--- config.mk ---
export PLATFORM = sky130hd
export DESIGN_NAME = mips_cpu_load_store_unit
export DESIGN_NICKNAME = d
export VERILOG_FILES = /design/src/rtl/mips_cpu_lsu_pkg.sv /design/src/rtl/mips_cpu_lsu_align.sv /design/src/rtl/mips_cpu_load_store_unit.sv
export SDC_FILE = /design/constraint.sdc
export NUM_CORES = 1
export LEC_CHECK = 0
export ABC_AREA = 1
export BUFFER_PORTS_ARGS = -buffer_cell sky130_fd_sc_hd__buf_4
export CAP_MARGIN = 20
export CELL_PAD_IN_SITES_DETAIL_PLACEMENT = 1
export CELL_PAD_IN_SITES_GLOBAL_PLACEMENT = 1
export CORE_UTILIZATION = 25
export DETAILED_ROUTE_END_ITERATION = 16
export PLACE_DENSITY = 0.68
export SYNTH_ARGS = -nofsm -noshare
export SYNTH_HDL_FRONTEND = slang
export SYNTH_SLANG_ARGS = --single-unit
--- constraint.sdc ---
create_clock -name clk -period 5.03 [get_ports clk]
set_clock_uncertainty 0.2 [all_clocks]
set_input_delay 0.2515 -clock clk [delete_from_list [all_inputs] [get_ports clk]]
set_output_delay 0.2515 -clock clk [all_outputs]
set_load 0.05 [all_outputs]
--- src/rtl/mips_cpu_lsu_pkg.sv ---
// Shared types and decode helpers for the MIPS load/store unit.
// Optional LWL/LWR support is enabled by defining MIPS_LSU_LWLR_EN.
package mips_cpu_lsu_pkg;

    typedef enum logic [3:0] {
        LSU_LB  = 4'd0,
        LSU_LBU = 4'd1,
        LSU_LH  = 4'd2,
        LSU_LHU = 4'd3,
        LSU_LW  = 4'd4,
        LSU_SB  = 4'd5,
        LSU_SH  = 4'd6,
        LSU_SW  = 4'd7,
        LSU_LWL = 4'd8,
        LSU_LWR = 4'd9
    } lsu_op_t;

    typedef enum logic [2:0] {
        ST_IDLE,
        ST_LOAD,
        ST_STORE,
        ST_RMW_RD,
        ST_RMW_WR,
        ST_RESP
    } lsu_state_t;

    function automatic logic is_load(input logic [3:0] op);
        case (op)
            LSU_LB, LSU_LBU, LSU_LH,
            LSU_LHU, LSU_LW: return 1'b1;
`ifdef MIPS_LSU_LWLR_EN
            LSU_LWL, LSU_LWR: return 1'b1;
`endif
            default: return 1'b0;
        endcase
    endfunction

    function automatic logic is_store(input logic [3:0] op);
        case (op)
            LSU_SB, LSU_SH, LSU_SW: return 1'b1;
            default: return 1'b0;
        endcase
    endfunction

    // LWL/LWR and byte ops accept any offset.
    function automatic logic misaligned(
        input logic [3:0] op,
        input logic [1:0] off
    );
        case (op)
            LSU_LW, LSU_SW: return off != 2'd0;
            LSU_LH, LSU_LHU,
            LSU_SH: return off[0];
            default: return 1'b0;
        endcase
    endfunction

endpackage

--- src/rtl/mips_cpu_lsu_align.sv ---
// Combinational load extract/extend, sub-word store merge and
// LWL/LWR merge (the latter only with MIPS_LSU_LWLR_EN defined).
module mips_cpu_lsu_align
    import mips_cpu_lsu_pkg::*;
(
    input  logic [3:0]  op_i,
    input  logic [1:0]  off_i,
    input  logic [31:0] rdata_i,
    input  logic [31:0] word_i,
    input  logic [31:0] wdata_i,
`ifdef MIPS_LSU_LWLR_EN
    input  logic [31:0] rt_i,
`endif
    output logic [31:0] load_o,
    output logic [31:0] merge_o
);

    logic [31:0] shr;
    assign shr = rdata_i >> {off_i, 3'b000};

`ifdef MIPS_LSU_LWLR_EN
    logic [31:0] lwl_mask;
    logic [31:0] lwr_keep;

    // rt bytes preserved by LWL; nothing survives at offset 3.
    always_comb begin
        lwl_mask = 32'h0;
        unique case (off_i)
            2'd0: lwl_mask = 32'h00FF_FFFF;
            2'd1: lwl_mask = 32'h0000_FFFF;
            2'd2: lwl_mask = 32'h0000_00FF;
            2'd3: lwl_mask = 32'h0000_0000;
        endcase
    end

    assign lwr_keep = ~(32'hFFFF_FFFF >> {off_i, 3'b000});
`endif

    // Load result selection and extension.
    always_comb begin
        load_o = 32'h0;
        case (op_i)
            LSU_LB:  load_o = {{24{shr[7]}}, shr[7:0]};
            LSU_LBU: load_o = {24'h0, shr[7:0]};
            LSU_LH:  load_o = {{16{shr[15]}}, shr[15:0]};
            LSU_LHU: load_o = {16'h0, shr[15:0]};
            LSU_LW:  load_o = rdata_i;
`ifdef MIPS_LSU_LWLR_EN
            LSU_LWL: load_o = (rdata_i << {~off_i, 3'b000})
                            | (rt_i & lwl_mask);
            LSU_LWR: load_o = shr | (rt_i & lwr_keep);
`endif
            default: load_o = 32'h0;
        endcase
    end

    // Replace the addressed byte/halfword of the read word.
    always_comb begin
        merge_o = word_i;
        if (op_i == LSU_SH) begin
            if (off_i[1]) merge_o[31:16] = wdata_i[15:0];
            else          merge_o[15:0]  = wdata_i[15:0];
        end else begin
            unique case (off_i)
                2'd0: merge_o[7:0]   = wdata_i[7:0];
                2'd1: merge_o[15:8]  = wdata_i[7:0];
                2'd2: merge_o[23:16] = wdata_i[7:0];
                2'd3: merge_o[31:24] = wdata_i[7:0];
            endcase
        end
    end

endmodule

--- src/rtl/mips_cpu_load_store_unit.sv ---
// Load/store unit bridging the memory stage to a word-wide data port.
// Define MIPS_LSU_LWLR_EN to enable LWL/LWR.
module mips_cpu_load_store_unit
    import mips_cpu_lsu_pkg::*;
(
    input  logic        clk,
    input  logic        reset,
    input  logic        req_valid,
    output logic        req_ready,
    input  logic [3:0]  req_op,
    input  logic [31:0] req_addr,
    input  logic [31:0] req_wdata,
    input  logic [31:0] req_rt,
    output logic        resp_valid,
    output logic [31:0] resp_data,
    output logic        resp_err,
    output logic [31:0] data_address,
    output logic        data_read,
    output logic        data_write,
    output logic [31:0] data_writedata,
    input  logic [31:0] data_readdata
);

    lsu_state_t  state_q, state_d;
    logic [3:0]  op_q;
    logic [31:0] addr_q;
    logic [31:0] wdata_q;
    logic [31:0] word_q;
    logic [31:0] resp_data_q, resp_data_d;
    logic        resp_err_q, resp_err_d;
    logic        accept;
    logic        req_err;
    logic [31:0] load_res;
    logic [31:0] merge_res;

    assign req_ready = (state_q == ST_IDLE) && !reset;
    assign accept    = req_valid && req_ready;
    assign req_err   = !(is_load(req_op) || is_store(req_op))
                     || misaligned(req_op, req_addr[1:0]);

`ifdef MIPS_LSU_LWLR_EN
    logic [31:0] rt_q;

    // Old rt value for the LWL/LWR merge.
    always_ff @(posedge clk or posedge reset) begin
        if (reset)       rt_q <= 32'h0;
        else if (accept) rt_q <= req_rt;
    end
`else
    logic unused_rt;
    assign unused_rt = ^req_rt;
`endif

    mips_cpu_lsu_align u_align (
        .op_i    (op_q),
        .off_i   (addr_q[1:0]),
        .rdata_i (data_readdata),
        .word_i  (word_q),
        .wdata_i (wdata_q),
`ifdef MIPS_LSU_LWLR_EN
        .rt_i    (rt_q),
`endif
        .load_o  (load_res),
        .merge_o (merge_res)
    );

    // Next state and response registers.
    always_comb begin
        state_d     = state_q;
        resp_data_d = resp_data_q;
        resp_err_d  = resp_err_q;
        case (state_q)
            ST_IDLE: begin
                if (accept) begin
                    resp_data_d = 32'h0;
                    resp_err_d  = req_err;
                    if (req_err)              state_d = ST_RESP;
                    else if (is_load(req_op)) state_d = ST_LOAD;
                    else if (req_op == LSU_SW) state_d = ST_STORE;
                    else                      state_d = ST_RMW_RD;
                end
            end
            ST_LOAD: begin
                resp_data_d = load_res;
                state_d     = ST_RESP;
            end
            ST_STORE:  state_d = ST_RESP;
            ST_RMW_RD: state_d = ST_RMW_WR;
            ST_RMW_WR: state_d = ST_RESP;
            ST_RESP:   state_d = ST_IDLE;
            default:   state_d = ST_IDLE;
        endcase
    end

    // State and response registers.
    always_ff @(posedge clk or posedge reset) begin
        if (reset) begin
            state_q     <= ST_IDLE;
            resp_data_q <= 32'h0;
            resp_err_q  <= 1'b0;
        end else begin
            state_q     <= state_d;
            resp_data_q <= resp_data_d;
            resp_err_q  <= resp_err_d;
        end
    end

    // Request capture and RMW read-word capture.
    always_ff @(posedge clk or posedge reset) begin
        if (reset) begin
            op_q    <= 4'h0;
            addr_q  <= 32'h0;
            wdata_q <= 32'h0;
            word_q  <= 32'h0;
        end else begin
            if (accept) begin
                op_q    <= req_op;
                addr_q  <= req_addr;
                wdata_q <= req_wdata;
            end
            if (state_q == ST_RMW_RD) word_q <= data_readdata;
        end
    end

    assign data_address = {addr_q[31:2], 2'b00};
    assign data_read    = (state_q == ST_LOAD) || (state_q == ST_RMW_RD);
    assign data_write   = (state_q == ST_STORE) || (state_q == ST_RMW_WR);
    assign data_writedata = (state_q == ST_STORE)  ? wdata_q   :
                            (state_q == ST_RMW_WR) ? merge_res :
                            32'h0;

    assign resp_valid = (state_q == ST_RESP);
    assign resp_data  = resp_data_q;
    assign resp_err   = resp_err_q;

endmodule
Word-level counts from Yosys, hierarchy flattened. Index checks and enable logic that the tools add are counted.

Output and inout bits: 101. Input bits: 135. Bits in registers: 136. Logic and storage cells: 73.

Equal/unequal tests: 21. Shift-type cells: 1. Reductions and logical operators: 21. Muxes and demuxes: 23.

Operators by type and width (count): case mux 32 bit (5 select lines) (1); two-way mux 32 bit (4); case mux 32 bit (2 select lines) (1); two-way mux 16 bit (2); two-way mux 8 bit (4); right shift 32 x 5 -> 16 bit (1); == test 4 x 3 -> 1 bit, second input constant (6); == test 4 x 2 -> 1 bit, second input constant (4); case mux 3 bit (3 select lines) (1); OR reduction 3 bit (3); == test 4 x 1 -> 1 bit, second input constant (2); logical NOT 4 bit (2); == test 3 x 2 -> 1 bit, second input constant (2); == test 3 bit, second input constant (2); two-way mux 1 bit (6); two-way mux 3 bit (2); OR reduction 5 bit (1); == test 2 bit, second input constant (2); logical OR 1 bit (4); AND reduction 2 bit (2); nonzero test 2 bit (2); == test 3 x 1 -> 1 bit, second input constant (1); logical NOT 3 bit (1); == test 2 x 1 -> 1 bit, second input constant (1); 7 further kinds (9).

Logic depth before layout (Yosys ltp).
Depth after elaboration: 13. Gate-level depth with buffers: 11. Gate-level depth less buffers: 9.

By module. From an unflattened synthesis, not the netlist that was laid out.

Cell total of the unflattened synthesis: 1098. Area total of the unflattened synthesis: 7837.5 µm².

Modules (own cells, without submodules): mips_cpu_load_store_unit (cells an instance 710, area each 6037.0 µm², times used 1, seq. area each 3403.3 µm²); mips_cpu_lsu_align (cells an instance 388, area each 1800.5 µm², times used 1, seq. area each 0.0 µm²).

Worst setup path after synthesis. No wires, ideal clock.

Kind: input port to flip-flop. From: input port reset. To: register addr_q[10]. Data required time: 4.764 ns. Setup slack: 0.547 ns. Arrival: 4.217 ns. Path buffers: 2. Stages: 7. Setup time: 0.066 ns. Cells stage by stage: inv_1 > nand3_2 > inv_2 > buf_6 > buf_6 > nand2_1 > nand2_1.

Word-level cells in the longest chain between the ends: 3.

RTL lines: start, declared (line mips_cpu_load_store_unit.sv:7) `input logic reset,`; logical NOT 1 bit (no line); logical AND 1 bit (line mips_cpu_load_store_unit.sv:36) `assign req_ready = (state_q == ST_IDLE) && !reset;`; logical AND 1 bit (line mips_cpu_load_store_unit.sv:37) `assign accept = req_valid && req_ready;`; end signal, assigned (line mips_cpu_load_store_unit.sv:118) `addr_q <= req_addr;`; end, declared (line mips_cpu_load_store_unit.sv:26) `logic [31:0] addr_q;`.

No other way between the ends. A chain may end at the register's enable or synchronous reset.

Worst setup path after layout.
From: register op_q[3]. To: output port data_writedata[15].

Word-level cells in the longest chain between the ends: 4.

RTL lines: start, declared (line mips_cpu_load_store_unit.sv:25) `logic [3:0] op_q;`; start signal, assigned (line mips_cpu_load_store_unit.sv:117) `op_q <= req_op;`; == test 4 x 3 -> 1 bit (line mips_cpu_lsu_align.sv:60) `if (op_i == LSU_SH) begin`; two-way mux 32 bit (line mips_cpu_lsu_align.sv:60); two-way mux 32 bit (line mips_cpu_load_store_unit.sv:129) `(state_q == ST_RMW_WR) ? merge_res :`; two-way mux 32 bit (line mips_cpu_load_store_unit.sv:128) `assign data_writedata = (state_q == ST_STORE) ? wdata_q :`; end, declared (line mips_cpu_load_store_unit.sv:20) `output logic [31:0] data_writedata,`.

No other way between the ends.

==> flow_summary.toml <==
[outcome]
status = "finished clean"

[sta]
finalHoldViolations = 0
setup_viol = 0
max_freq_ghz = 0.269
maxSlewHeadroom = 0.292
drv_slew = 0
fin_crit_sh = 0.738
worst_pin_slew_ns = 1.06
finalCriticalPeriod_ns = 3.71
worst_hold_slack_ns = 0.284
rsz0062_at_grt = "false"
setup-tns-final_ns = 0

[drt]
drtPass1Iterations = 5
vias = 7955
wl_per_cell_um = 17.4
viasPerCell = 4.67
drc = 0
drt-initial-drc-count = 453
wirelength_um = 29700
final_antenna_net_count = 0

[setup_path]
reg2reg_depth = 8
cp-end-kind = "output port"
arrival_ns = 3.26
path_delay_family = "simple AND/OR/NAND/NOR gates"
crit_type = "reg2out"
critPathSlowestCell = "nand3_2"
cp_cell_sequence = "nor2_4, nand3_2, o211ai_1, o21ai_0, buf_4"
cp_max_fo = 44
required_ns = 4.58
cp_num_cells = 5
crit_path_max_incr_delay_ns = 0.88
critPathLaunchType = "register"
path_buf_inv = 1

[clock_network]
cts_root_buf = "clkbuf_16"
cts_made_buffers = 17
clock_path_buffers = 2
clock_sinks = 136
clk_pin_slew_ns = 0.06
cts_max_level = 4
cts_hold_buffers = 101
cts_tree = "yes"
postCtsResizedCells = 0
postCtsSetupBuffers = 0
clk_latency_ns = 0.42

[hold_path]
worstHoldPathType = "reg2reg"
whs_path_depth = 2

[pwr]
peakVddDrop_mv = 0.409
leakage_nw = 5.60
power.density_mw_per_mm2 = 669

[cells_and_area]
n_antenna_cell = 0
drive_gt1_frac = 0.211
nets = 1437
fillers = 3668
area_growth_pct = 39.9

[yosys]
netlist_area_mm2 = 0.00771
synth_compound_area_frac = 0.115
synth_xor_area_frac = 0
syn_inst = 1063
synth_mux_area_frac = 0.0131
synth_simple_gate_area_frac = 0.316
yosys-top-cells-area = "dfrtp_1 44%, nand2_1 21%, nand3_1 6.2%, o21ai_0 5.7%, buf_4 3.6%"
yosysMostFrequentCell = "nand2_1"
synth_top_area_share = 0.441
ys_async_sr_fraction = 1.00
ys_seq_area_frac = 0.441
synthAdderAreaFrac = 0
synth_edf_count = 0
synth_top_cell_by_area = "dfrtp_1"
ys_warn_count = 0
synth-seq-cells = 136
syn_avg_cell_area_um2 = 7.25
synthTopCellsByCount = "429 x nand2_1, 136 x dfrtp_1, 96 x nand3_1"
synth_top_family_by_area = "simple AND/OR/NAND/NOR gates"
yosys_most_used_dff = "dfrtp_1"
synth.distinct_cells = 29

[place]
place_congestion = 0.815
hpwl_um = 19900
numPortBuffers = 201

[die]
die_x_um = 178
die_area_mm2 = 0.0315
rows = 63
coreArea_mm2 = 0.0300
initial_core_util = 0.257
io-pin-count = 236
dieHeight_um = 178

[global_routing]
grt_max_degree = 81
grt_pass1_wl_um = 46900
grt_use_total = 0.193
gr-total-overflow = 0
grt_antenna_before_repair = 0
grt_pass1_vias = 8454

[flow_run]
maxCapViolCount = 0
==> placed cells by master (no fill, tap or decap), types with 8 or more instances in the layout <==
cell	Yosys	routed
nand2_2	8	8
mux2_2	8	8
nand2_1	429	429
o211ai_1	25	25
o21ai_1	8	8
clkbuf_16	0	17
a21oi_1	41	41
nor2_1	39	39
o21ai_0	88	88
buf_4	37	207
nand3_1	96	96
inv_1	66	65
dfrtp_1	136	135
dlygate4sd3_1	0	101
==> layout make-up <==
cell class	instances	area [um^2]	share of cell area
Sequential cell	136	3400	0.316
Multi-Input combinational cell	764	3440	0.319
Timing Repair Buffer	310	2610	0.242
Inverter	73	279	0.0259
Tap cell	390	488	0.0452
Clock inverter	9	100	0.00928
Clock buffer	22	464	0.0430
==> per-stage QoR <==
step / power [mW] / setup WS, ns / cell area [um^2] / utilization / instances
detailed placement: 5.88 / 1.77 / 9160 / 0.306 / 1570
CTS: 7.24 / 1.32 / 10700 / 0.359 / 1702
floorplan: 4.85 / 0.547 / 7710 / - / 1064
global route: 7.69 / 1.05 / 10800 / 0.360 / 1704
finish: 7.22 / 1.32 / 10800 / 0.360 / 1704
global placement: 5.80 / 1.80 / 9160 / 0.306 / 1570
==> worst paths after layout <==
kind	start	end	slack (ns)
hold reg to reg	resp_data[8]	resp_data[8]	0.28
hold / removal	resp_data[8]	resp_data[8]	0.28
max in group asynchronous	reset	addr_q[1]	2.87
setup reg to reg	state_q[1]	wdata_q[15]	2.45
setup / recovery	op_q[3]	data_writedata[15]	1.32
min in group asynchronous	reset	addr_q[9]	0.34
==> cell families after synthesis <==
| kind of cell | after synthesis |
|---|---|
| buf+inv | 164 |
| mux | 9 |
| flops | 136 |
| other cells | 1 |
| simple gates | 589 |
| compound gates | 164 |
==> state kept, by name, indices dropped and copies added (netlist names) <==
| register | count |
|---|---|
| addr_q | 32 |
| op_q | 4 |
| resp_data | 32 |
| resp_err | 1 |
| state_q | 3 |
| wdata_q | 32 |
| word_q | 32 |
==> worst reg2reg max path, delay by kind of cell (launching register included) <==
family / cells / cell delay (ns)
DFF: 1 / 0.44
AOI/OAI and AO/OA: 1 / 0.11
buffers and inverters: 3 / 1.28
and+or+nand+nor: 4 / 0.44
==> layer usage <==
metal,global-route usage,part of all wire
met5,0,0
met4,0.0566,0.020
met3,0.0407,0.049
met2,0.333,0.50
met1,0.241,0.44
==> where the power goes <==
part	total, mW	switching, mW	internal (mW)	leakage (nW)
registers	1.91	0.345	1.57	1.69
clock network	1.26	0.512	0.750	0.276
logic	4.05	2.89	1.16	3.63
Note: power is estimated with default switching activity, not from simulation.
